File: src/rtl/alu_decode_stage.sv
// RV32I decode stage for alu_top: decodes OP, OP-IMM and LUI words into an ALU
// op code, register indices and immediate, held in a one-entry output register.
module alu_decode_stage #(
    parameter int XLEN = 32,
    parameter int OP_W = 4
) (
    input  logic            clk_i,
    input  logic            rst_i,
    input  logic            inst_valid_i,
    input  logic [XLEN-1:0] inst_i,
    output logic            inst_ready_o,
    output logic            dec_valid_o,
    input  logic            dec_ready_i,
    output logic [OP_W-1:0] alu_op_o,
    output logic [4:0]      rs1_o,
    output logic [4:0]      rs2_o,
    output logic [4:0]      rd_o,
    output logic [XLEN-1:0] imm_o,
    output logic            use_imm_o,
    output logic            illegal_o,
    output logic [31:0]     dec_count_o
);

    typedef enum logic [OP_W-1:0] {
        OP_ADD = OP_W'(0),
        OP_SUB = OP_W'(1),
        OP_XOR = OP_W'(2),
        OP_OR  = OP_W'(3),
        OP_AND = OP_W'(4),
        OP_SLL = OP_W'(5),
        OP_SRL = OP_W'(6),
        OP_SRA = OP_W'(7),
        OP_SLT = OP_W'(8)
    } alu_op_e;

    typedef enum logic [6:0] {
        OPC_OP  = 7'b0110011,
        OPC_IMM = 7'b0010011,
        OPC_LUI = 7'b0110111
    } opcode_e;

    localparam logic [6:0] F7_ZERO = 7'b0000000;
    localparam logic [6:0] F7_ALT  = 7'b0100000;

    logic [2:0] funct3;
    logic [6:0] funct7;

    alu_op_e         op_d;
    logic [4:0]      rs1_d, rs2_d, rd_d;
    logic [XLEN-1:0] imm_d;
    logic            use_imm_d, ill_d;

    alu_op_e         op_q;
    logic [4:0]      rs1_q, rs2_q, rd_q;
    logic [XLEN-1:0] imm_q;
    logic            use_imm_q, ill_q;
    logic            valid_q, valid_d;
    logic [31:0]     count_q, count_d;

    logic accept, take;

    assign funct3 = inst_i[14:12];
    assign funct7 = inst_i[31:25];

    always_comb begin
        op_d      = OP_ADD;
        rs1_d     = inst_i[19:15];
        rs2_d     = inst_i[24:20];
        rd_d      = inst_i[11:7];
        imm_d     = '0;
        use_imm_d = 1'b0;
        ill_d     = 1'b0;

        // opcode compare covers inst[1:0]; any non-11 encoding falls to default
        case (inst_i[6:0])
            OPC_OP: begin
                case (funct3)
                    3'b000: begin
                        if (funct7 == F7_ZERO)     op_d = OP_ADD;
                        else if (funct7 == F7_ALT) op_d = OP_SUB;
                        else                       ill_d = 1'b1;
                    end
                    3'b001: begin op_d = OP_SLL; ill_d = (funct7 != F7_ZERO); end
                    3'b010: begin op_d = OP_SLT; ill_d = (funct7 != F7_ZERO); end
                    3'b100: begin op_d = OP_XOR; ill_d = (funct7 != F7_ZERO); end
                    3'b110: begin op_d = OP_OR;  ill_d = (funct7 != F7_ZERO); end
                    3'b111: begin op_d = OP_AND; ill_d = (funct7 != F7_ZERO); end
                    3'b101: begin
                        if (funct7 == F7_ZERO)     op_d = OP_SRL;
                        else if (funct7 == F7_ALT) op_d = OP_SRA;
                        else                       ill_d = 1'b1;
                    end
                    default: ill_d = 1'b1;
                endcase
            end
            OPC_IMM: begin
                use_imm_d = 1'b1;
                rs2_d     = '0;
                imm_d     = {{(XLEN-12){inst_i[31]}}, inst_i[31:20]};
                case (funct3)
                    3'b000: op_d = OP_ADD;
                    3'b010: op_d = OP_SLT;
                    3'b100: op_d = OP_XOR;
                    3'b110: op_d = OP_OR;
                    3'b111: op_d = OP_AND;
                    3'b001: begin
                        op_d  = OP_SLL;
                        imm_d = {{(XLEN-5){1'b0}}, inst_i[24:20]};
                        ill_d = (funct7 != F7_ZERO);
                    end
                    3'b101: begin
                        imm_d = {{(XLEN-5){1'b0}}, inst_i[24:20]};
                        if (funct7 == F7_ZERO)     op_d = OP_SRL;
                        else if (funct7 == F7_ALT) op_d = OP_SRA;
                        else                       ill_d = 1'b1;
                    end
                    default: ill_d = 1'b1;
                endcase
            end
            OPC_LUI: begin
                rs1_d     = '0;
                rs2_d     = '0;
                use_imm_d = 1'b1;
                imm_d     = {inst_i[31:12], {(XLEN-20){1'b0}}};
            end
            default: ill_d = 1'b1;
        endcase

        if (ill_d) begin
            op_d      = OP_ADD;
            rs1_d     = '0;
            rs2_d     = '0;
            rd_d      = '0;
            imm_d     = '0;
            use_imm_d = 1'b0;
        end
    end

    assign inst_ready_o = !valid_q || dec_ready_i;
    assign accept       = inst_valid_i && inst_ready_o;
    assign take         = valid_q && dec_ready_i;

    always_comb begin
        valid_d = valid_q;
        if (accept)    valid_d = 1'b1;
        else if (take) valid_d = 1'b0;
        count_d = take ? count_q + 32'd1 : count_q;
    end

    always_ff @(posedge clk_i or posedge rst_i) begin
        if (rst_i) begin
            valid_q   <= 1'b0;
            count_q   <= '0;
            op_q      <= OP_ADD;
            rs1_q     <= '0;
            rs2_q     <= '0;
            rd_q      <= '0;
            imm_q     <= '0;
            use_imm_q <= 1'b0;
            ill_q     <= 1'b0;
        end else begin
            valid_q <= valid_d;
            count_q <= count_d;
            // fields only change on accept so a taken bundle keeps its last values
            if (accept) begin
                op_q      <= op_d;
                rs1_q     <= rs1_d;
                rs2_q     <= rs2_d;
                rd_q      <= rd_d;
                imm_q     <= imm_d;
                use_imm_q <= use_imm_d;
                ill_q     <= ill_d;
            end
        end
    end

    assign dec_valid_o = valid_q;
    assign alu_op_o    = op_q;
    assign rs1_o       = rs1_q;
    assign rs2_o       = rs2_q;
    assign rd_o        = rd_q;
    assign imm_o       = imm_q;
    assign use_imm_o   = use_imm_q;
    assign illegal_o   = ill_q;
    assign dec_count_o = count_q;

endmodule

File: config.mk
export PLATFORM = sky130hd
export DESIGN_NAME = alu_decode_stage
export DESIGN_NICKNAME = d
export VERILOG_FILES = /design/src/rtl/alu_decode_stage.sv
export SDC_FILE = /design/constraint.sdc
export NUM_CORES = 1
export LEC_CHECK = 0
export CAP_MARGIN = 20
export CORE_MARGIN = 2
export CORE_UTILIZATION = 45
export CTS_CLUSTER_DIAMETER = 40
export DETAILED_ROUTE_END_ITERATION = 8
export DONT_BUFFER_PORTS = 1
export GPL_TIMING_DRIVEN = 0
export SLEW_MARGIN = 20
export SYNTH_ARGS = -nofsm -noshare
export SYNTH_HDL_FRONTEND = slang
export SYNTH_SLANG_ARGS = --single-unit
File: constraint.sdc
create_clock -name clk_i -period 3 [get_ports clk_i]
set_input_delay 0.6 -clock clk_i [delete_from_list [all_inputs] [get_ports clk_i]]
set_output_delay 0.6 -clock clk_i [all_outputs]
set_load 0.02 [all_outputs]
==> flow_summary.json, run 1 <==
{
  "syn-cell-area_mm2": 0.00383,
  "insertedDiodeCount": 0,
  "grt_setup_unrepaired": "false",
  "worstRegToRegCells": 6,
  "overflow": 0,
  "floorplan.die_area_mm2": 0.00926,
  "timing.slew.headroom_pct": 32.5,
  "syn_avg_cell_area_um2": 10.2,
  "max-cap-violations": 0,
  "totalPowerFinal_uw": 2280,
  "die_height_um": 96.2,
  "vias_per_cell": 5.57,
  "synth_cell_type_count": 42,
  "yosys-top-cells-area": "sky130_fd_sc_hd__dfrtp_1 (56%), sky130_fd_sc_hd__nand2_1 (8.6%), sky130_fd_sc_hd__xnor2_1 (6.2%)",
  "outcome": "completed",
  "clk_pin_slew_ps": 80,
  "final-seq-area_mm2": 0.00215,
  "cts.path.max_buffers": 2,
  "start_util_pct": 46.6,
  "most-common-layout-cells": "sky130_fd_sc_hd__nand2_1 (88), sky130_fd_sc_hd__dfrtp_1 (86), sky130_fd_sc_hd__nand3_1 (27), sky130_fd_sc_hd__xnor2_1 (27), sky130_fd_sc_hd__o21ai_0 (18)",
  "worstSetupStartpointType": "flip-flop",
  "tritoncts": "yes",
  "antenna_left": 0,
  "drtIter0Drc": 74,
  "cp_max_fo": 6,
  "setup.worst_path.start": "dec_count_o[6]",
  "placementRows": 33,
  "worst_path_max_delay_cell": "sky130_fd_sc_hd__nor4_1",
  "max_slew_violations": 0,
  "power_density_mw_per_mm2": 545,
  "synth-edff-count": 0,
  "synth_warnings": 0,
  "place.detailed.instances": 483,
  "cts_max_level": 3,
  "via_count": 2768,
  "first_global_vias": 2749,
  "leading_area_contributor_after_synthesis": "sky130_fd_sc_hd__dfrtp_1",
  "synth-main-ff-cell": "sky130_fd_sc_hd__dfrtp_1",
  "io-pin-count": 123,
  "timing.fmax_mhz": 435,
  "arrival_time_of_data_at_the_critical_path_endpoint_ps": 2520,
  "clockRootBuffer": "sky130_fd_sc_hd__clkbuf_8",
  "drive_above_1_share_pct": 8.42,
  "timing.final.hold_violations": 0,
  "grt_start_max_net_pins": 51,
  "r2r-start": "dec_count_o[6]",
  "finalClockSkew_ps": 5.41,
  "drc": 0,
  "setup_viol_count_final": 0,
  "critical_path.cell_chain": "nand4_1 > nor4_1 > and3_1 > buf_2 > nand3_1 > xnor2_1",
  "ys_seq_area_share_pct": 56.2,
  "worst_hold_path_type": "in2async",
  "layout.cells.most_common": "sky130_fd_sc_hd__nand2_1",
  "synthArstFlopShare_pct": 100,
  "placement.setup.worst_slack_ps": 357,
  "filler_cell_count": 762,
  "r2r_setup_slack_ps": 700,
  "number_of_standard_cells_in_the_layout_taps_in_and_fillers_out": 497,
  "tritoncts.num_buffers": 9,
  "placement.io_buffers": 0,
  "setup.worst_path.class": "reg2reg",
  "design_area_mm2": 0.00418,
  "dp.final_hpwl_um": 6680,
  "crit_end": "dec_count_o[29]",
  "number_of_antenna_violations_at_the_first_check_in_global_routing": 0,
  "ir_worst_vdd_mv": 0.277,
  "globalplace.congestion": 0.857,
  "drt_wl_total_um": 9070,
  "clk-insertion-delay-late_ps": 340,
  "synth_top_area_share_pct": 56.2,
  "cellLeakagePower_uw": 0.00189,
  "post-route-worst-setup-slack_ps": 701,
  "hold-worst-slack_ps": 153,
  "regToRegEndpoint": "dec_count_o[29]",
  "synthesis.instances": 377,
  "layout_worst_path_cycle_share_pct": 76.6,
  "syn_to_final_growth_pct": 9.28,
  "groute.usage.overall_pct": 20.1,
  "worst_path_largest_cell_delay_ps": 730,
  "setup.worst_path.end_class": "flip-flop",
  "placedInstanceArea_mm2": 0.00399,
  "drt_first_pass_iters": 4,
  "finalCriticalPeriod_ps": 2300,
  "postCtsHoldBufs": 0,
  "synth_seq_cells": 86,
  "grt_first_pass_wirelength_um": 14200,
  "cts_repair_resize_count": 0,
  "wire_per_inst_um": 18.2,
  "timing.critical_path.required_ps": 3220,
  "mappedNetlistNets": 414,
  "multi_input_area_mm2": 0.00158,
  "cts_post_setup_buffers_inserted": 0,
  "worstMarginPinSlew_ps": 1000,
  "floorplan.die.width_um": 96.2,
  "cts_sinks": 86,
  "core_area_mm2": 0.00822,
  "final_nets": 426
}
==> logic make-up after synthesis <==
logic type      count (synthesis)  synth area share, %
simple gates                  170                 21.3
buf+inv                        25                 2.71
xor+xnor                       31                 7.09
flops                          86                 56.2
fa+ha+maj                       1                0.327
mux                             2                0.588
compound gates                 62                 11.7
==> per-stage QoR <==
stage | utilization, % | TNS, ps
2_1_floorplan | - | 0
3_3_place_gp | 48.2 | -63680
3_5_place_dp | 48.6 | 0
4_1_cts | 50.9 | 0
5_1_grt | 50.9 | 0
6_report | 50.9 | 0
==> flip-flops by register name, indices dropped and copies added, names as in the netlist, 4 cells and up <==
name,count
rs2_o,5
rd_o,5
dec_count_o,32
imm_o,32
alu_op_o,4
rs1_o,5
==> routing by layer <==
layer  track usage [%]  up-vias  part of all wire (%)  routed length [um]
li1                  -     1311                     -                   -
met1              24.9     1362                    41                3760
met2              33.3       88                    49                4450
met3              6.58        7                   8.4                 761
met4              6.31        0                   1.1                  98
met5                 0        -                     0                   0
==> where the power goes <==
part	internal [uW]	switching (uW)	leakage [uW]
combinational	61.2	104	0.000622
sequential	1200	108	0.00117
clock	423	388	0.0000956
total	1680	599	0.00189
==> worst min-delay path by stage <==
| stage | startpoint | to | slack [ps] |
|---|---|---|---|
| floorplan | dec_count_o[31] | dec_count_o[31] | 580 |
| global placement | dec_count_o[31] | dec_count_o[31] | 600 |
| detailed placement | rst_i | dec_count_o[0] | 530 |
| CTS | rst_i | dec_count_o[0] | 160 |
| global route | rst_i | dec_valid_o | 190 |
| finish | rst_i | dec_count_o[0] | 150 |
==> worst max-delay path, delay by kind of cell, from the launching register on <==
family	cells	cell delay, ps
buf+inv	1	150
flops	1	550
xor+xnor	1	150
simple gates	4	1320
==> cell usage after synthesis (3+ instances only) <==
library cell / count
sky130_fd_sc_hd__xnor2_1: 27
sky130_fd_sc_hd__nand2_1: 88
sky130_fd_sc_hd__nand3_1: 27
sky130_fd_sc_hd__inv_1: 6
sky130_fd_sc_hd__nand4_1: 9
sky130_fd_sc_hd__a21oi_1: 12
sky130_fd_sc_hd__dfrtp_1: 86
sky130_fd_sc_hd__xor2_1: 4
sky130_fd_sc_hd__o31ai_1: 5
sky130_fd_sc_hd__o21ai_0: 18
sky130_fd_sc_hd__and3_1: 8
sky130_fd_sc_hd__nand2b_1: 3
sky130_fd_sc_hd__nor2_1: 12
sky130_fd_sc_hd__o31ai_2: 5
sky130_fd_sc_hd__a22o_1: 11
sky130_fd_sc_hd__nor2b_1: 4
sky130_fd_sc_hd__and2_1: 6
sky130_fd_sc_hd__clkbuf_1: 15
sky130_fd_sc_hd__nor4_1: 3
==> layout make-up <==
cell class | count | share of cell area [%]
inverter | 6 | 0.598
clock buffer | 13 | 3.80
tap | 105 | 3.14
timing repair buffer | 1 | 0.658
buffer | 19 | 1.94
clock inverter | 1 | 0.718
sequential | 86 | 51.5
multi-input combinational | 266 | 37.7
Power figures use the tool's default switching activity.
==> inputs of run 2 (changes only) <==
- clock period: 3 -> 2.4 ns (I/O delays scaled with it)
==> run 2 against run 1 <==
Highest routed layer unchanged. First-iteration DRC count up 35%. Maximum frequency grew 3.0%. Power grew 27%. Cell count increased by 0.80%. Largest cell class unchanged. Global-route usage grew 0.41 points. Count of clock-buffer cells in the layout down 3. Largest power group unchanged.
==> flow_summary.json, run 2 (same netlist as run 1, synthesis figures left out) <==
{
  "outcome": "completed",
  "via_count": 2802,
  "drc": 0,
  "grt_setup_unrepaired": "false",
  "placedInstanceArea_mm2": 0.00401,
  "wire_per_inst_um": 18.1,
  "final_nets": 428,
  "switchingPower_uw": 803,
  "place.detailed.instances": 484,
  "r2r-start": "dec_valid_o",
  "finalClockSkew_ps": 12.3,
  "cellLeakagePower_uw": 0.00191,
  "worst_hold_path_type": "in2async",
  "internal_power_uw": 2090,
  "insertedDiodeCount": 0,
  "filler_cell_count": 759,
  "grt_start_max_net_pins": 34,
  "power_density_mw_per_mm2": 684,
  "worstSetupStartpointType": "flip-flop",
  "totalPowerFinal_uw": 2890,
  "syn_to_final_growth_pct": 10.5,
  "drt_first_pass_iters": 4,
  "swShare_pct": 27.8,
  "ir_worst_vdd_mv": 0.299,
  "die_height_um": 96.2,
  "setup-tns-final_ps": 0,
  "placementRows": 33,
  "clk_pwr_share_pct": 36.3,
  "most-common-layout-cells": "sky130_fd_sc_hd__nand2_1 (88), sky130_fd_sc_hd__dfrtp_1 (86), sky130_fd_sc_hd__nand3_1 (27), sky130_fd_sc_hd__xnor2_1 (27), sky130_fd_sc_hd__o21ai_0 (18)",
  "max_slew_violations": 0,
  "clockRootBuffer": "sky130_fd_sc_hd__clkbuf_8",
  "cts_max_level": 3,
  "setup.worst_path.start": "dec_valid_o",
  "max-cap-violations": 0,
  "share_seq_of_total_power_pct": 56.4,
  "timing.slew.headroom_pct": 51.9,
  "start_util_pct": 46.6,
  "finalCriticalPeriod_ps": 2230,
  "tritoncts.num_buffers": 9,
  "cts_sinks": 86,
  "floorplan.die_area_mm2": 0.00926,
  "drive_above_1_share_pct": 10.9,
  "clk_pin_slew_ps": 90,
  "clk-insertion-delay-late_ps": 360,
  "overflow": 0,
  "worstMarginPinSlew_ps": 718,
  "first_global_vias": 2771,
  "r2r_setup_slack_ps": 170,
  "number_of_standard_cells_in_the_layout_taps_in_and_fillers_out": 501,
  "io-pin-count": 123,
  "drt_wl_total_um": 9070,
  "tritoncts": "yes",
  "grt_first_pass_wirelength_um": 14300,
  "layout_worst_path_cycle_share_pct": 93.0,
  "arrival_time_of_data_at_the_critical_path_endpoint_ps": 2500,
  "setup_viol_count_final": 0,
  "floorplan.die.width_um": 96.2,
  "timing.fmax_mhz": 448,
  "setup.worst_path.class": "reg2reg",
  "drtIter0Drc": 100,
  "groute.usage.overall_pct": 20.5,
  "core_area_mm2": 0.00822,
  "design_area_mm2": 0.00423,
  "number_of_antenna_violations_at_the_first_check_in_global_routing": 0,
  "power.share.combinational_pct": 7.3,
  "antenna_left": 0,
  "timing.final.hold_violations": 0,
  "dp.final_hpwl_um": 6640,
  "timing.critical_path.required_ps": 2670,
  "cp_max_fo": 10,
  "postCtsHoldBufs": 0,
  "cts.path.max_buffers": 2,
  "layout.cells.most_common": "sky130_fd_sc_hd__nand2_1",
  "setup.worst_path.end_class": "flip-flop",
  "globalplace.congestion": 0.860,
  "vias_per_cell": 5.59,
  "placement.io_buffers": 0
}
[run 2: cell count changes in the layout (fill, tap and decap cells not counted), sizes merged]
cell,previous run,this run
clkinvlp,0,4
clkbuf,28,25
buf,5,7
clkinv,0,1
[run 2: per-layer routing]
layer	wire length (um)	GRT usage (%)	share of wire [%]	up-vias
met5	0	0	0	-
met4	98	6.43	1.1	0
met3	909	8.07	10	10
met2	4420	33.4	49	109
met1	3640	25.0	40	1362
li1	-	-	-	1321
[run 2: stage by stage]
stage / setup slack (ps) / util [%] / hold WS (ps)
2_1_floorplan: 342 / - / 582
3_3_place_gp: -31.3 / 48.2 / 590
3_5_place_dp: -152 / 48.8 / 439
4_1_cts: 69.4 / 51.3 / 42.1
5_1_grt: 41.0 / 51.5 / 73.5
6_report: 169 / 51.5 / 32.7
[run 2: power by group through the flow]
stage          Combinational, uW  Clock [uW]  Sequential, uW
2_1_floorplan                159           0            1640
3_3_place_gp                 200           0            1660
3_5_place_dp                 215           0            1660
4_1_cts                      216        1090            1630
5_1_grt                      242        1140            1640
6_report                     212        1050            1630
[run 2: area by class of cell]
class,count,area [um^2],area share (%)
Sequential cell,86,2150,50.9
Inverter,6,26.3,0.621
Timing Repair Buffer,3,45.0,1.06
Buffer,19,85.1,2.01
Clock buffer,10,138,3.25
Clock inverter,6,70.1,1.66
Multi-Input combinational cell,266,1580,37.4
Tap cell,105,131,3.11
[run 2: final timing paths]
path                            depth (start not counted)              end
worst max-delay path                                    6         rs1_o[1]
worst min-delay path                                    1        imm_o[19]
worst max register to register                          6         rs1_o[1]
worst min register to register                          1  dec_count_o[31]
max in group asynchronous                               2         imm_o[3]
min in group clk_i                                      2        imm_o[20]
[run 2: timing repair]
action                     in CTS  in global routing
setup endpoints to repair       0                 25
resized for setup               0                  7
setup buffers                   0                  0
[run 2: critical path, cell delays in order, from the launching register on]
cell	delay, ps
sky130_fd_sc_hd__dfrtp_1	480
sky130_fd_sc_hd__nand2b_1	300
sky130_fd_sc_hd__and2_1	180
sky130_fd_sc_hd__clkbuf_1	450
sky130_fd_sc_hd__buf_1	450
sky130_fd_sc_hd__nand2_1	110
sky130_fd_sc_hd__o21ai_0	180
